### config.mk
export PLATFORM = sky130hd
export DESIGN_NAME = if_stage
export DESIGN_NICKNAME = d
export VERILOG_FILES = /design/src/rtl/if_stage.sv
export SDC_FILE = /design/constraint.sdc
export NUM_CORES = 1
export LEC_CHECK = 0
export CORE_UTILIZATION = 40
export DETAILED_ROUTE_END_ITERATION = 16
export DONT_BUFFER_PORTS = 1
export PLACE_DENSITY = 0.55
export SLEW_MARGIN = 20
export SYNTH_ARGS = -nofsm -noshare
export SYNTH_HDL_FRONTEND = slang
export SYNTH_SLANG_ARGS = --single-unit
export TNS_END_PERCENT = 10
### constraint.sdc
create_clock -name clk -period 5.55 [get_ports clk]
set_input_delay 0.2775 -clock clk [delete_from_list [all_inputs] [get_ports clk]]
set_output_delay 0.2775 -clock clk [all_outputs]
set_load 0.1 [all_outputs]
### src/rtl/if_stage.sv
// Instruction fetch stage: drives the instruction ROM, keeps the PC, handles branches/flushes
// and feeds the IF/ID pipeline register, with a one-entry skid buffer for stalls.
module if_stage #(
    parameter logic [31:0] RESET_PC = 32'h0000_0000
) (
    input  logic        clk,
    input  logic        rst,
    input  logic        stall,
    input  logic        flush,
    input  logic [31:0] flush_pc,
    input  logic        branch_flag,
    input  logic [31:0] branch_target,
    output logic        rom_req,
    output logic [31:0] rom_addr,
    input  logic        rom_ack,
    input  logic [31:0] rom_data,
    output logic [31:0] id_pc,
    output logic [31:0] id_inst,
    output logic        id_valid
);

    typedef enum logic [1:0] {S_IDLE, S_FETCH, S_HOLD} state_t;

    state_t      r_state;
    logic        r_romReq;
    logic [31:0] r_pc;
    logic        r_pendValid;
    logic [31:0] r_pendTarget;
    logic [31:0] r_skidPc;
    logic [31:0] r_skidInst;
    logic [31:0] r_idPc;
    logic [31:0] r_idInst;
    logic        r_idValid;

    logic        w_brTake;
    logic [31:0] w_pcInc;

    // A branch is only sampled when downstream is not stalled
    assign w_brTake = branch_flag & ~stall;
    assign w_pcInc  = r_pc + 32'd4;

    always_ff @(posedge clk or negedge rst) begin
        if (!rst) begin
            r_state      <= S_IDLE;
            r_romReq     <= 1'b0;
            r_pc         <= RESET_PC;
            r_pendValid  <= 1'b0;
            r_pendTarget <= 32'h0;
            r_skidPc     <= 32'h0;
            r_skidInst   <= 32'h0;
            r_idPc       <= 32'h0;
            r_idInst     <= 32'h0;
            r_idValid    <= 1'b0;
        end else if (flush) begin
            r_state     <= S_FETCH;
            r_romReq    <= 1'b1;
            r_pc        <= flush_pc;
            r_pendValid <= 1'b0;
            r_skidPc    <= 32'h0;
            r_skidInst  <= 32'h0;
            r_idPc      <= 32'h0;
            r_idInst    <= 32'h0;
            r_idValid   <= 1'b0;
        end else begin
            case (r_state)
                S_IDLE: begin
                    r_state  <= S_FETCH;
                    r_romReq <= 1'b1;
                    if (w_brTake) begin
                        r_pendValid  <= 1'b1;
                        r_pendTarget <= branch_target;
                    end
                end
                S_FETCH: begin
                    if (rom_ack) begin
                        r_pendValid <= 1'b0;
                        if (!stall) begin
                            r_idPc    <= r_pc;
                            r_idInst  <= rom_data;
                            r_idValid <= 1'b1;
                            if (w_brTake)
                                r_pc <= branch_target;
                            else if (r_pendValid)
                                r_pc <= r_pendTarget;
                            else
                                r_pc <= w_pcInc;
                        end else begin
                            // Accepted word parks in the skid buffer until ID frees up
                            r_skidPc   <= r_pc;
                            r_skidInst <= rom_data;
                            r_pc       <= r_pendValid ? r_pendTarget : w_pcInc;
                            r_state    <= S_HOLD;
                            r_romReq   <= 1'b0;
                        end
                    end else if (!stall) begin
                        r_idPc    <= 32'h0;
                        r_idInst  <= 32'h0;
                        r_idValid <= 1'b0;
                        if (w_brTake) begin
                            r_pendValid  <= 1'b1;
                            r_pendTarget <= branch_target;
                        end
                    end
                end
                S_HOLD: begin
                    if (!stall) begin
                        r_idPc    <= r_skidPc;
                        r_idInst  <= r_skidInst;
                        r_idValid <= 1'b1;
                        r_state   <= S_FETCH;
                        r_romReq  <= 1'b1;
                        if (w_brTake)
                            r_pc <= branch_target;
                    end
                end
                default: begin
                    r_state  <= S_IDLE;
                    r_romReq <= 1'b0;
                end
            endcase
        end
    end

    assign rom_req  = r_romReq;
    assign rom_addr = r_pc;
    assign id_pc    = r_idPc;
    assign id_inst  = r_idInst;
    assign id_valid = r_idValid;

endmodule

==> results of run 1 <==
[cell families (layout without fill, tap and decap cells)]
family / count (synthesis) / in the layout / share of synthesized area [%]
compound gates: 276 / 276 / 18.0
xor+xnor: 7 / 7 / 0.614
fa+ha+maj: 1 / 1 / 0.125
buf+inv: 107 / 147 / 4.78
flops: 196 / 196 / 49.2
mux: 93 / 93 / 9.71
other cells: 0 / 1 / 0
simple gates: 388 / 388 / 17.6
[where the power goes]
part | switching, uW | internal [uW]
registers | 523 | 1610
clock network | 647 | 615
logic | 610 | 277
total | 1780 | 2500
[cells in the final DEF (no fill, tap or decap), types with 7 or more instances in the layout]
master | netlist | layout
o21ai_0 | 88 | 88
nand2b_1 | 12 | 12
mux2i_1 | 63 | 63
a31oi_1 | 12 | 12
nor3_1 | 16 | 15
nor2_1 | 38 | 37
dlygate4sd3_1 | 0 | 68
inv_1 | 10 | 9
dfrtp_1 | 196 | 192
o31ai_1 | 76 | 76
nand2_1 | 240 | 240
and3_1 | 7 | 7
nand4_1 | 16 | 16
mux2_2 | 30 | 30
nor4_1 | 12 | 12
buf_4 | 4 | 34
a21oi_1 | 30 | 29
o22ai_1 | 8 | 8
clkbuf_16 | 0 | 17
a211oi_1 | 7 | 7
nand3_1 | 22 | 22
o211ai_1 | 15 | 15
[how the worst max path moves through the flow]
stage	end	slack, ns	cells past startpoint
finish	rom_addr[28]	2.18	5
global route	rom_addr[28]	2.06	5
CTS	rom_addr[28]	2.16	5
detailed placement	rom_addr[28]	2.17	5
global placement	rom_addr[28]	2.22	5
floorplan	rom_addr[28]	2.39	6
[per-stage QoR]
step	total power [uW]	cell area, um2	utilization (%)	hold WS [ns]
after floorplan	2760	9980	-	-0.0181
after CTS	4310	11600	47.5	0.000772
after global routing	4470	11600	47.5	0.00650
after global placement	2960	10300	42.1	-0.0136
final	4280	11600	47.5	0.0127
after detailed placement	2970	10300	42.1	-0.0128
[worst register-to-register path, stage by stage (launching register included)]
cell and delay [ns]:
dfrtp_1 1.10, nand3_2 0.50, or4_4 0.64, or4_4 0.55, a21o_1 0.19, a211o_1 0.28
[flip-flops by register name, summed over array words and instances, names as in the netlist]
name          flops
id_inst          32
id_pc            32
id_valid          1
r_pendTarget     32
r_pendValid       1
r_skidInst       32
r_skidPc         32
r_state           2
rom_addr         32
[layout make-up]
class | count | area share, %
flip-flops and latches | 196 | 42.3
multi-input cells | 765 | 40.1
repair buffers | 104 | 8.48
clock buffers | 17 | 3.67
well taps | 324 | 3.50
clock inverters | 15 | 1.54
inverters | 11 | 0.367
diodes | 1 | 0.0216
[routing by layer]
| layer | vias up | global-route usage (%) |
|---|---|---|
| li1 | 3879 | - |
| met1 | 4000 | 36.0 |
| met2 | 274 | 34.3 |
| met3 | 29 | 6.16 |
| met4 | 0 | 5.76 |
| met5 | - | 0 |
[cell usage after synthesis (9+ instances only)]
library cell,count
a21oi_1,30
a31oi_1,12
buf_2,9
clkbuf_1,70
dfrtp_1,196
inv_1,10
mux2_2,30
mux2i_1,63
nand2_1,240
nand2b_1,12
nand3_1,22
nand4_1,16
nor2_1,38
nor3_1,16
nor4_1,12
o211ai_1,15
o21ai_0,88
o31ai_1,76
[timing repair]
action	in CTS	in global routing
endpoints found under the hold margin	271	0
setup buffers	0	0
hold buffers	69	0
gates resized for setup	0	0
==> impl_metrics.toml, run 1 <==
[status]
status = "finished clean"

[sta]
final.setup_skew_ns = 0.0148
tns_ns = 0
finalSetupViolations = 0
worstMarginPinSlew_ns = 1.16
drv_slew = 0
min_period_ns = 3.37
finalCritPeriodShare_pct = 60.7
fmax_mhz = 297
finalHoldViolations = 0
rsz0062_at_grt = "false"
relSlewSlack_pct = 22.8
worst_slack_ns = 2.18

[global_route]
grt_max_degree = 197
grt_pass1_vias = 7854
grt_overflow_total = 0
antenna_found_initial = 1
grt_use_total_pct = 24.0
grt_pass1_wl_mm = 47.9

[floorplan]
die_width_um = 160
ios = 200
core-area_um2 = 24400
initial_core_util_pct = 40.9
die_height_um = 160
die_area_um2 = 25600
rows = 57

[route]
drt_iter0_markers = 754
firstDrtPassIters = 5
detail-route-antenna-nets = 0
via_count = 8182
post_drt_wl_per_cell_um = 21.0
drt_wl_total_mm = 30.1
drc = 0
routed.top_layer = "met4"
wl_met3_mm = 2.21
viasPerCell = 5.71
dr_wl_met2_mm = 13.0
m1WireLength_mm = 14.5

[critical_path]
crit_required_ns = 5.87
timing.rr.start = "rom_addr[8]"
reg2reg_depth = 5
cp.arrival_ns = 3.69
endpoint_kind = "register"
crit_family = "simple AND/OR/NAND/NOR gates"
crit_path_max_fanout = 13
path_buf_inv = 0
path_cells = "nand3_2, or4_4, or4_4, a21o_1, a211o_1"
cp_common_cell = "or4_4"
critPathLaunch = "rom_addr[8]"
crit_path_max_incr_delay_ns = 1.10
rrSetupSlack_ns = 2.18
cp-start-kind = "register"
path_class = "register to register"
r2r-end = "rom_addr[28]"
crit_slowest_cell = "dfrtp_1"

[synth]
synth_top_area_share_pct = 49.2
ys_types = 66
synth_top_area_cell = "dfrtp_1"
synth_edf_count = 0
async_reset_ff_share_pct = 100
synth.avg_cell_area_um2 = 9.34
syn_inst = 1068
synthFlopType = "dfrtp_1"
synth_area_leaders = "dfrtp_1, nand2_1, mux2i_1"
synth.cell_area_um2 = 9980
syn-num-nets = 1171
yosysWarnings = 0
ys_seq_area_share_pct = 49.2
synth_seq_cells = 196

[cells_and_area]
nets = 1198
fill_cells = 2373
final_cells = 1433
multi_input_area_um2 = 4650
layout-drive-gt1-share_pct = 10.6
syn_to_final_growth_pct = 16.2
seqCellArea_um2 = 4910

[clock_network]
cts_root_buffer = "clkbuf_16"
numClockSinks = 196
clk_pin_slew_ns = 0.08
clk_latency_ns = 0.44
clk_path_buf_depth = 2
cts_tree = "done"
cts_buffers = 17
cts_max_level = 4

[min_path]
hp-class = "input port to register"
hold_path_end = "r_state[0]"
hold_start = "stall"
hold_path_depth = 2

[job]
cap_viol_max_count = 0

[placed_design]
dp.final_hpwl_mm = 19.3
post-place-ws_ns = 2.17
gp_congestion = 0.862
dp_cells = 1331
port_buffers = 0

[power_and_ir_drop]
powerDensity_nw_per_um2 = 369
vdd_drop_max_v = 0.000187
p_leak_uw = 0.00468
Power figures use the tool's default switching activity.
==> run 2: changes to the inputs <==
--- a/config.mk
+++ b/config.mk
@@ -8,7 +8,7 @@
 export CORE_UTILIZATION = 40
 export DETAILED_ROUTE_END_ITERATION = 16
 export DONT_BUFFER_PORTS = 1
-export PLACE_DENSITY = 0.55
+export PLACE_DENSITY = 0.57
 export SLEW_MARGIN = 20
 export SYNTH_ARGS = -nofsm -noshare
 export SYNTH_HDL_FRONTEND = slang
==> constraint.sdc (replaced) <==
create_clock -name clk -period 3.08 [get_ports clk]
set_input_delay 0.154 -clock clk [delete_from_list [all_inputs] [get_ports clk]]
set_output_delay 0.154 -clock clk [all_outputs]
set_load 0.1 [all_outputs]
==> run 2 against run 1 <==
  * The run now ends with hold timing left
  * Worst hold slack worse by 0.61 ns
  * Critical endpoint is now rom_addr[3]
  * Via count rose by 0.97%
  * Largest power group unchanged
  * Sequential power increased by 69%
  * Cell count rose by 3.5%
  * Highest routed layer unchanged
==> impl_metrics.toml, run 2 (synthesis gave the netlist of run 1 again) <==
[global_route]
grt_pass1_wl_mm = 48.6
antenna_found_initial = 1
grt_use_total_pct = 24.4
grt_pass1_vias = 8253
grt_max_degree = 197
grt_overflow_total = 0

[critical_path]
crit_path_max_incr_delay_ns = 0.60
endpoint_kind = "register"
path_cells = "nor2b_4, a211o_1, buf_4, nor2_1, a31oi_1, dlygate4sd3_1"
path_class = "register to register"
crit_required_ns = 3.46
cp-start-kind = "register"
cp.arrival_ns = 3.14
crit_path_max_fanout = 18
crit_slowest_cell = "a211o_1"

[route]
via_count = 8261
drt_wl_total_mm = 30.7
drt_iter0_markers = 757
post_drt_wl_per_cell_um = 20.7
detail-route-antenna-nets = 0
firstDrtPassIters = 5
viasPerCell = 5.57
drc = 0

[status]
status = "finished with violations"
violations = "hold timing"

[floorplan]
core-area_um2 = 24400
die_height_um = 160
ios = 200
initial_core_util_pct = 40.9
die_width_um = 160
rows = 57
die_area_um2 = 25600

[placed_design]
port_buffers = 0
post-place-ws_ns = 0.628
dp_cells = 1362
dp.final_hpwl_mm = 19.7
gp_congestion = 0.879

[clock_network]
cts_max_level = 4
clk_path_buf_depth = 2
cts_buffers = 17
cts_tree = "done"
postCtsSetupBuffers = 0
cts_resized = 0
cts_root_buffer = "clkbuf_16"
clk_pin_slew_ns = 0.08
numClockSinks = 196
clk_latency_ns = 0.45
cts_hold_buf = 87

[power_and_ir_drop]
powerDensity_nw_per_um2 = 653
vdd_drop_max_v = 0.000296
p_leak_uw = 0.00492

[sta]
hold_slack_ns = -0.593
final.setup_skew_ns = 0.0124
finalSetupViolations = 0
finalHoldViolations = 196
worstMarginPinSlew_ns = 1.14
worst_slack_ns = 0.325
rsz0062_at_grt = "false"
finalCritPeriodShare_pct = 89.4
min_period_ns = 2.75
fmax_mhz = 363
tns_ns = 0
drv_slew = 0
relSlewSlack_pct = 23.7

[cells_and_area]
final_common_cell = "nand2_1"
syn_to_final_growth_pct = 20.8
final_cells = 1483
layout-drive-gt1-share_pct = 12.7
final_cell_mix = "nand2_1, dfrtp_1, o21ai_0, dlygate4sd3_1, o31ai_1"
fill_cells = 2296
nets = 1248

[min_path]
hp-class = "input port to asynchronous set/reset pin"

[job]
cap_viol_max_count = 0
-- run 2: cell count changes in the layout (fill, tap and decap cells not counted), sizes merged --
cell / before / now
inv: 17 / 15
dlygate4sd3: 68 / 86
clkinvlp: 0 / 4
buf: 36 / 68
bufinv: 0 / 2
clkinv: 9 / 5
-- run 2: area by class of cell --
cell class | instances | area [um2] | share of cell area [%]
flip-flops and latches | 196 | 4910 | 40.7
multi-input cells | 765 | 4640 | 38.5
repair buffers | 154 | 1440 | 12.0
clock buffers | 17 | 425 | 3.53
well taps | 324 | 405 | 3.36
clock inverters | 15 | 189 | 1.57
inverters | 11 | 42.5 | 0.353
diodes | 1 | 2.50 | 0.0208
-- run 2: layer usage --
layer | wire (um) | vias to the layer above | track usage [%]
li1 | - | 3975 | -
met1 | 14600 | 3997 | 35.2
met2 | 13800 | 255 | 37.0
met3 | 1730 | 34 | 5.06
met4 | 518 | 0 | 6.49
met5 | 0 | - | 0
-- run 2: path summary, 6_finish.rpt --
| path | cells past startpoint | slack (ns) | endpoint | startpoint |
|---|---|---|---|---|
| hold / removal | 0 | -0.59 | r_pendTarget[0] | rst |
| setup reg to reg | 6 | 0.33 | rom_addr[3] | r_state[1] |
| min in group clk | 4 | 0.03 | rom_addr[27] | flush_pc[27] |
| hold reg to reg | 2 | 0.48 | r_skidPc[13] | r_skidPc[13] |
| setup / recovery | 6 | 0.33 | rom_addr[3] | r_state[1] |
| max in group asynchronous | 0 | 3.21 | r_skidPc[27] | rst |
-- run 2: power breakdown --
part / total [uW] / leakage (uW) / switching (uW) / internal, uW
logic: 1890 / 0.00214 / 1310 / 575
clock network: 2370 / 0.000288 / 1130 / 1240
registers: 3610 / 0.00249 / 710 / 2900
-- run 2: worst max-delay path: cells and delay by family (launching register included) --
family,cells,cell delay [ns]
buf+inv,2,0.88
compound gates,2,0.74
simple gates,2,0.53
flops,1,0.55
-- run 2: stage by stage --
step / utilization, % / power (uW) / hold WS [ns] / instance area, um2
after floorplan: - / 4970 / -0.142 / 9980
final: 49.4 / 7870 / -0.593 / 12100
after global routing: 49.4 / 8190 / -0.612 / 12100
after global placement: 43.2 / 5400 / -0.130 / 10500
after detailed placement: 43.2 / 5430 / -0.129 / 10500
after CTS: 49.3 / 7900 / -0.607 / 12000
==> run 3: changes to the inputs <==
--- a/config.mk
+++ b/config.mk
@@ -6,6 +6,7 @@
 export NUM_CORES = 1
 export LEC_CHECK = 0
 export CORE_UTILIZATION = 40
+export CTS_BUF_LIST = sky130_fd_sc_hd__clkbuf_4 sky130_fd_sc_hd__clkbuf_8
 export DETAILED_ROUTE_END_ITERATION = 16
 export DONT_BUFFER_PORTS = 1
 export PLACE_DENSITY = 0.57
==> run 3 against run 2 <==
  * The flow still finishes with violations (hold timing)
  * Core utilization shrank 0.46 points
  * Non-clock buffer count is 8 higher
  * Clock skew rose by 0.0042 ns
  * Clock power is 24% lower
  * Maximum frequency decreased by 0.48%
  * Sequential share of layout area up 0.38 points
  * Largest power group unchanged
==> impl_metrics.toml, run 3 (synthesis gave the netlist of run 1 again) <==
[critical_path]
critPathLaunch = "r_state[1]"
crit_path_max_incr_delay_ns = 0.59
path_depth = 6
reg2reg_depth = 6
cp-endpoint = "rom_addr[3]"
rrSetupSlack_ns = 0.31
crit_path_max_fanout = 18
crit_family = "buffers and inverters"
r2r-end = "rom_addr[3]"
cp-start-kind = "register"
cp.arrival_ns = 3.18
path_cells = "nor2b_4, a211o_1, buf_4, nor2_1, a31oi_1, dlygate4sd3_1"
crit_required_ns = 3.50
endpoint_kind = "register"
path_buf_inv = 2
timing.rr.start = "r_state[1]"
crit_slowest_cell = "a211o_1"
path_class = "register to register"

[route]
detail-route-antenna-nets = 0
firstDrtPassIters = 5
drc = 0
drt_wl_total_mm = 30.7
via_count = 8341
viasPerCell = 5.59
drt_iter0_markers = 811
post_drt_wl_per_cell_um = 20.6

[global_route]
antenna_found_initial = 1
grt_max_degree = 197
grt_pass1_wl_mm = 48.6
grt_use_total_pct = 24.2
grt_pass1_vias = 8247
grtUsageMet2_pct = 36.7
grt_use_met3_pct = 4.52
busiest_layer = "met2"
grt_overflow_total = 0
use_met1_pct = 35.4

[power_and_ir_drop]
powerDensity_nw_per_um2 = 613
sequentialPowerShare_pct = 49.3
cellInternalPower_uw = 4240
vdd_drop_max_v = 0.000289
switching_share_pct = 42.1
power.switching_uw = 3080
p_leak_uw = 0.00486
combPwrFrac_pct = 25.9
share_clk_of_total_power_pct = 24.7

[clock_network]
cts_root_buffer = "clkbuf_8"
cts_tree = "done"
postCtsSetupBuffers = 0
cts_buffers = 17
numClockSinks = 196
clk_path_buf_depth = 2
cts_max_level = 4
cts_resized = 0
clk_latency_ns = 0.48
cts_hold_buf = 94
clk_pin_slew_ns = 0.12

[placed_design]
gp_congestion = 0.879
dp_cells = 1362
dp.final_hpwl_mm = 19.7
placed_area_um2 = 10500
port_buffers = 0

[sta]
drv_slew = 0
hold_slack_ns = -0.633
min_period_ns = 2.77
finalCritPeriodShare_pct = 89.9
worstMarginPinSlew_ns = 1.15
fmax_mhz = 361
relSlewSlack_pct = 23.6
finalHoldViolations = 196
tns_ns = 0
rsz0062_at_grt = "false"
final.setup_skew_ns = 0.0166
finalSetupViolations = 0

[cells_and_area]
final_cells = 1491
seqCellArea_um2 = 4910
fin_area_um2 = 11900
final_cell_mix = "nand2_1, dfrtp_1, dlygate4sd3_1, o21ai_0, o31ai_1"
fill_cells = 2309
final_common_cell = "nand2_1"
nets = 1256
multi_input_area_um2 = 4640
syn_to_final_growth_pct = 19.7
layout-drive-gt1-share_pct = 12.6

[min_path]
hp-class = "input port to asynchronous set/reset pin"

[floorplan]
core-area_um2 = 24400
rows = 57
initial_core_util_pct = 40.9
die_width_um = 160
ios = 200
die_height_um = 160
die_area_um2 = 25600

[status]
violations = "hold timing"
status = "finished with violations"

[job]
cap_viol_max_count = 0
-- run 3: changes by cell type in the layout (fill, tap and decap cells not counted) --
| cell | before | now |
|---|---|---|
| clkbuf_16 | 17 | 0 |
| clkbuf_8 | 0 | 17 |
| dlygate4sd3_1 | 86 | 94 |
-- run 3: power groups by stage --
stage / clock network [uW] / logic [uW] / registers (uW)
after floorplan: 0 / 797 / 4180
after global placement: 0 / 1740 / 3650
after global routing: 1950 / 2040 / 3660
after detailed placement: 0 / 1760 / 3660
final: 1810 / 1900 / 3610
after CTS: 1870 / 1890 / 3610
-- run 3: through the flow --
step           worst slack [ns]  power (uW)  util, %
3_5_place_dp              0.628        5430     43.2
5_1_grt                   0.172        7640     49.0
3_3_place_gp              0.657        5400     43.2
4_1_cts                   0.339        7360     48.8
2_1_floorplan            0.0603        4970        -
6_report                  0.312        7330     49.0
-- run 3: area by class of cell --
class,instances,share of cell area [%]
sequential,196,41.1
antenna,1,0.0209
timing repair buffer,162,12.7
clock inverter,15,1.58
clock buffer,17,1.96
tap,324,3.39
inverter,11,0.356
multi-input combinational,765,38.9
-- run 3: worst min-delay path by stage --
stage / startpoint / end / slack [ns] / cells after the start
3_3_place_gp: rst / r_skidInst[9] / -0.13 / 0
6_report: rst / r_skidInst[9] / -0.63 / 0
5_1_grt: rst / id_inst[4] / -0.67 / 0
4_1_cts: rst / id_inst[20] / -0.66 / 0
2_1_floorplan: rst / id_inst[0] / -0.14 / 0
3_5_place_dp: rst / r_skidInst[9] / -0.13 / 0
-- run 3: metal layers --
layer | vias up | wire [um]
li1 | 3995 | -
met1 | 4059 | 14800
met2 | 258 | 13800
met3 | 29 | 1610
met4 | 0 | 480
met5 | - | 0
-- run 3: worst register-to-register path: stages, from the launching register on --
cell and delay, ns:
dfrtp_1 0.57, nor2b_4 0.47, a211o_1 0.59, buf_4 0.32
nor2_1 0.06, a31oi_1 0.13, dlygate4sd3_1 0.56
